File: src/rtl/async_fifo_drain.sv
// -----------------------------------------------------------------------------
// async_fifo_drain
//   Read-side controller for async_fifo, running entirely in the r_clk domain.
//   It watches the FIFO status flags, issues r_en and captures fifo_d_out one
//   cycle after each read. Captured words go downstream through a 2-entry skid
//   buffer. In burst mode, draining waits until the FIFO is half full or until
//   a timeout expires.
//
// Ports
//   r_clk               in   read-domain clock
//   reset               in   synchronous, active-high reset
//   f_empty_flag        in   FIFO empty
//   f_almost_empty_flag in   FIFO holds <= 1 word
//   f_half_full_flag    in   FIFO at least half full
//   fifo_d_out          in   FIFO read data, valid the cycle after r_en
//   burst_mode          in   1: batch draining, 0: drain whenever not empty
//   m_ready             in   downstream accepts m_data
//   r_en                out  FIFO read strobe
//   m_data              out  head of skid buffer
//   m_valid             out  m_data holds a word
//   rd_count            out  accepted downstream beats (wraps)
//   timeout_evt         out  1-cycle pulse when the burst timeout forces a drain
//   dbg_state           out  FSM state (0 = IDLE, 1 = DRAIN)
//
// Handshake: a beat transfers on every r_clk edge where m_valid && m_ready.
// m_valid never depends on m_ready, and m_data is held while m_valid && !m_ready.
// -----------------------------------------------------------------------------
module async_fifo_drain #(
    parameter int DATA_W  = 8,
    parameter int TIMEOUT = 64,
    parameter int CNT_W   = 16
) (
    input  logic              r_clk,
    input  logic              reset,
    input  logic              f_empty_flag,
    input  logic              f_almost_empty_flag,
    input  logic              f_half_full_flag,
    input  logic [DATA_W-1:0] fifo_d_out,
    input  logic              burst_mode,
    input  logic              m_ready,
    output logic              r_en,
    output logic [DATA_W-1:0] m_data,
    output logic              m_valid,
    output logic [CNT_W-1:0]  rd_count,
    output logic              timeout_evt,
    output logic              dbg_state
);

    localparam int TMR_W = $clog2(TIMEOUT);
    localparam logic [TMR_W-1:0] TMR_LAST = TMR_W'(TIMEOUT - 1);

    typedef enum logic {
        IDLE  = 1'b0,
        DRAIN = 1'b1
    } state_t;

    state_t            state, state_next;
    logic [TMR_W-1:0]  timer, timer_next;
    logic              in_flight;      // r_en was high last cycle: capture now
    logic [DATA_W-1:0] buf0, buf1;     // buf0 is always the head
    logic [1:0]        occ;
    logic              push, pop;

    assign push      = in_flight;
    assign pop       = m_valid && m_ready;
    assign m_valid   = (occ != 2'd0);
    assign m_data    = buf0;
    assign dbg_state = (state == DRAIN);

    always_comb begin
        state_next  = state;
        timer_next  = timer;
        timeout_evt = 1'b0;
        r_en        = 1'b0;
        case (state)
            IDLE: begin
                if (!burst_mode) begin
                    timer_next = '0;
                    if (!f_empty_flag) state_next = DRAIN;
                end else if (f_half_full_flag) begin
                    timer_next = '0;
                    state_next = DRAIN;
                end else if (f_empty_flag) begin
                    timer_next = '0;
                end else if (timer == TMR_LAST) begin
                    timer_next  = '0;
                    state_next  = DRAIN;
                    timeout_evt = 1'b1;
                end else begin
                    timer_next = timer + TMR_W'(1);
                end
            end
            DRAIN: begin
                timer_next = '0;
                // Credit: every read already in flight must have a free slot
                // waiting for it; at <=1 word, never read on consecutive cycles
                // because the flag may still reflect the previous read.
                r_en = !f_empty_flag
                       && (({1'b0, occ} + {2'b00, in_flight}) < 3'd2)
                       && !(f_almost_empty_flag && in_flight);
                if (f_empty_flag && !in_flight) state_next = IDLE;
            end
            default: state_next = IDLE;
        endcase
        // Outputs are quiet while reset is applied.
        if (reset) begin
            r_en        = 1'b0;
            timeout_evt = 1'b0;
        end
    end

    always_ff @(posedge r_clk) begin
        if (reset) begin
            state     <= IDLE;
            timer     <= '0;
            in_flight <= 1'b0;   // drops a read issued just before reset
            occ       <= 2'd0;
            buf0      <= '0;
            buf1      <= '0;
            rd_count  <= '0;
        end else begin
            state     <= state_next;
            timer     <= timer_next;
            in_flight <= r_en;
            if (pop) rd_count <= rd_count + CNT_W'(1);
            case ({push, pop})
                2'b10: begin
                    if (occ == 2'd0) buf0 <= fifo_d_out;
                    else             buf1 <= fifo_d_out;
                    occ <= occ + 2'd1;
                end
                2'b01: begin
                    buf0 <= buf1;
                    occ  <= occ - 2'd1;
                end
                2'b11: begin
                    // Head leaves; the new word lands behind whatever remains.
                    if (occ == 2'd1) begin
                        buf0 <= fifo_d_out;
                    end else begin
                        buf0 <= buf1;
                        buf1 <= fifo_d_out;
                    end
                end
                default: ;
            endcase
        end
    end

endmodule
File: config.mk
export PLATFORM = sky130hd
export DESIGN_NAME = async_fifo_drain
export DESIGN_NICKNAME = d
export VERILOG_FILES = /design/src/rtl/async_fifo_drain.sv
export SDC_FILE = /design/constraint.sdc
export NUM_CORES = 1
export LEC_CHECK = 0
export CAP_MARGIN = 20
export CORE_MARGIN = 4
export CORE_UTILIZATION = 53
export DETAILED_ROUTE_END_ITERATION = 16
export PLACE_DENSITY = 0.83
export SYNTH_ARGS = -nofsm -noshare
export SYNTH_HDL_FRONTEND = slang
export SYNTH_SLANG_ARGS = --single-unit
File: constraint.sdc
create_clock -name r_clk -period 5.3 [get_ports r_clk]
set_input_delay 1.59 -clock r_clk [delete_from_list [all_inputs] [get_ports r_clk]]
set_output_delay 1.59 -clock r_clk [all_outputs]
set_load 0.1 [all_outputs]
==> flow_summary.rst <==
.. list-table::
   :header-rows: 1

   * - Metric
     - Value
   * - Total CTS buffers
     - 5
   * - Cell at the root of the clock tree
     - sky130_fd_sc_hd__clkbuf_8
   * - Post-synthesis to final-layout area growth
     - 30.2%
   * - Standby leakage power
     - 0.985 nW
   * - Startpoint type of the worst setup path
     - primary input
   * - Largest area contributor in the synthesized netlist
     - sky130_fd_sc_hd__dfxtp_1
   * - Buffering stage count on the worst path with inverters included
     - 2
   * - Distinct cell type count of the synthesized netlist
     - 38
   * - Skew final
     - 8.14 ps
   * - Crit path capture type
     - output port
   * - Post-CTS Resized
     - 0
   * - Worst Hold Slack
     - 488 ps
   * - Detail Placement HPWL
     - 2.68 mm
   * - Power density of the placed cells
     - 433 nW/um^2
   * - Longest Clk Path Bufs
     - 2
   * - Boundary pin count
     - 43
   * - Slew at the pin closest to its max-slew limit
     - 985 ps
   * - Remaining global-route overflow
     - 0
   * - Tmin final
     - 4330 ps
   * - Share of cells above drive strength 1
     - 8.70%
   * - Final hold vios
     - 0
   * - HP Class
     - flop to flop
   * - Combined area of all synthesized cells
     - 1940 um^2
   * - Via-per-instance ratio
     - 5.26
   * - Clock H-tree levels
     - 2
   * - Number of remaining DRC errors
     - 0
   * - Flip-flop and latch count after synthesis
     - 42
   * - Row Count
     - 21
   * - Number of antenna violations at the first check in global routing
     - 0
   * - Die Footprint
     - 4690 um^2
   * - Number of I/O port buffers
     - 42
   * - Run status
     - finished clean
   * - Largest net degree at the start of global routing
     - 39
   * - Hold buffers post-CTS
     - 0
   * - Maximum operating frequency
     - 231 MHz
   * - Number of nets produced by synthesis
     - 230
   * - Final period utilization
     - 81.8%
   * - Last weighted congestion value of the routability-driven placer
     - 0.800
   * - Worst path slowest cell
     - sky130_fd_sc_hd__clkdlybuf4s50_1
   * - Count of antenna diodes in the layout
     - 0
   * - Normalized max-slew margin
     - 34.1%
   * - # Max-Cap Violations
     - 0
   * - Required time of the critical path
     - 3710 ps
   * - IR drop worst, VDD
     - 0.343 mV
   * - Share of flip-flops with an asynchronous set or reset
     - 0%
   * - CTS tree
     - yes
   * - Net count, final
     - 274
   * - Number of cells produced by synthesis
     - 208
   * - Largest incremental delay on the critical path
     - 420 ps
   * - Iteration count of the initial detailed-routing pass
     - 4
   * - Clock-pin slew reported for the worst setup and hold paths after clock tree synthesis
     - 70 ps
   * - Highest net fanout along the worst path
     - 5
   * - Postcts setup bufs
     - 0
   * - Dominant register cell in the synthesized netlist
     - sky130_fd_sc_hd__dfxtp_1
   * - Vias in the first global route
     - 1500
   * - Crit. path cell count
     - 5
   * - Endpoints failing setup
     - 0
   * - Yosys Warn Count
     - 0
   * - Post-route ant nets
     - 0
   * - Global router's overall resource usage
     - 17.4%
   * - Fraction of the yosys area taken by sequential cells
     - 43.4%
   * - Initial drt markers
     - 76
   * - Leading cell types by total area after synthesis
     - sky130_fd_sc_hd__dfxtp_1 (43%), sky130_fd_sc_hd__nor2_1 (8.5%), sky130_fd_sc_hd__mux2i_1 (4.7%)
   * - Count of flip-flops with a built-in enable after synthesis
     - 0
   * - Initial core utilization
     - 56.3%
   * - Crit path arrival time
     - 2740 ps
   * - Cell type group with the largest total delay on the critical path
     - buffers and inverters
   * - Most common cell on crit path
     - sky130_fd_sc_hd__nor2_1
   * - Final slew viol count
     - 0
   * - Area fraction of the dominant cell type after synthesis
     - 43.4%
   * - Number of cell instances on the worst register-to-register path
     - 8
   * - Number of clock sinks
     - 42
   * - Post-detailed-route wirelength per cell
     - 12.5 um
   * - Worst hold path stage count
     - 1
   * - RSZ-0062 raised after global routing
     - no
   * - Mean post-synth cell area
     - 9.31 um^2
   * - Via total after detailed routing
     - 1572
   * - Die outline height
     - 68.5 um
   * - Global-route wire length before repair
     - 6.25 mm
   * - Die extent in x
     - 68.5 um
   * - Kind of critical path
     - primary input to output port
   * - Fin Setup TNS
     - 0 ps
   * - CP cell instances
     - clkdlybuf4s50_1 > nor2_1 > nand3_1 > nor2_1 > buf_12
   * - Clk_lat worst skew
     - 290 ps
   * - Total length of routed wires
     - 3.74 mm
   * - Placeable Area
     - 3440 um^2
==> cells by family after synthesis <==
family,share of synthesized area [%]
xor+xnor,7.24
fa+ha+maj,4.52
buf+inv,3.75
compound gates,13.0
mux,5.23
flops,43.4
simple gates,22.9
==> cells in the final DEF, fill, tap and decap left out, drive strengths merged, types with 4 or more instances in the layout <==
master	n
o21ai	4
inv	11
nand3	7
nand2	5
ha	7
a21oi	5
xor2	7
nor3	5
nor2	44
a22oi	8
dfxtp	42
clkdlybuf4s50	40
xnor2	9
nand4	4
nor2b	4
a211oi	9
mux2i	9
clkbuf	8
==> worst register-to-register path, cell delays in order (launching register included) <==
cell	delay, ps
sky130_fd_sc_hd__dfxtp_1	390
sky130_fd_sc_hd__inv_1	60
sky130_fd_sc_hd__ha_1	270
sky130_fd_sc_hd__nor2b_1	600
sky130_fd_sc_hd__ha_1	330
sky130_fd_sc_hd__nand2_1	120
sky130_fd_sc_hd__o21ai_1	370
sky130_fd_sc_hd__a22oi_1	200
sky130_fd_sc_hd__a211oi_1	240
==> area by class of cell <==
| type | instances | area, um^2 |
|---|---|---|
| multi-input combinational | 149 | 1020 |
| clock buffer | 8 | 110 |
| sequential | 42 | 841 |
| timing repair buffer | 43 | 448 |
| inverter | 11 | 41.3 |
| fill | 263 | 921 |
| tap | 46 | 57.6 |
==> worst paths after layout <==
path / from / end / slack, ps
max: reset / timeout_evt / 970
min reg2reg: timer[0] / timer[0] / 490
max reg2reg: occ[0] / m_data[5] / 2640
min: timer[0] / timer[0] / 490
==> cell usage after synthesis (2+ instances only) <==
master	n
sky130_fd_sc_hd__a211oi_1	9
sky130_fd_sc_hd__a21oi_1	5
sky130_fd_sc_hd__a22oi_1	8
sky130_fd_sc_hd__a31o_2	2
sky130_fd_sc_hd__and3_1	3
sky130_fd_sc_hd__and4_1	2
sky130_fd_sc_hd__clkbuf_1	4
sky130_fd_sc_hd__dfxtp_1	42
sky130_fd_sc_hd__ha_1	7
sky130_fd_sc_hd__inv_1	11
sky130_fd_sc_hd__mux2i_1	9
sky130_fd_sc_hd__nand2_1	5
sky130_fd_sc_hd__nand2b_1	2
sky130_fd_sc_hd__nand3_1	6
sky130_fd_sc_hd__nand4_1	3
sky130_fd_sc_hd__nand4b_1	2
sky130_fd_sc_hd__nor2_1	44
sky130_fd_sc_hd__nor2b_1	4
sky130_fd_sc_hd__nor3_1	4
sky130_fd_sc_hd__nor4_2	3
sky130_fd_sc_hd__o21ai_0	2
sky130_fd_sc_hd__xnor2_1	9
sky130_fd_sc_hd__xor2_1	7
==> through the flow <==
step | util (%) | cells | instance area (um^2) | worst slack, ps | total power (W)
floorplan | - | 208 | 1940 | 566 | 0.000767
global placement | 70.0 | 291 | 2410 | 953 | 0.000861
detailed placement | 70.0 | 291 | 2410 | 951 | 0.000867
CTS | 73.2 | 299 | 2520 | 951 | 0.00110
global route | 73.2 | 299 | 2520 | 817 | 0.00114
finish | 73.2 | 299 | 2520 | 966 | 0.00109
==> registers in the layout, summed over array words and instances (netlist names) <==
signal	count
rd_count	16
in_flight	1
buf1	8
occ	2
dbg_state	1
timer	6
m_data	8
==> report_power, final <==
| group | switching [W] | total (W) | internal (W) |
|---|---|---|---|
| Clock | 0.000102 | 0.000233 | 0.000131 |
| Combinational | 0.000351 | 0.000484 | 0.000133 |
| Sequential | 0.0000238 | 0.000375 | 0.000351 |
| Total | 0.000476 | 0.00109 | 0.000616 |
==> layer usage <==
| metal | up-vias | part of all wire (%) | track usage (%) |
|---|---|---|---|
| li1 | 818 | - | - |
| met1 | 724 | 44 | 20.0 |
| met2 | 25 | 51 | 31.9 |
| met3 | 5 | 4.1 | 3.94 |
| met4 | 0 | 0.83 | 4.47 |
| met5 | - | 0 | 0 |
Power figures use the tool's default switching activity.
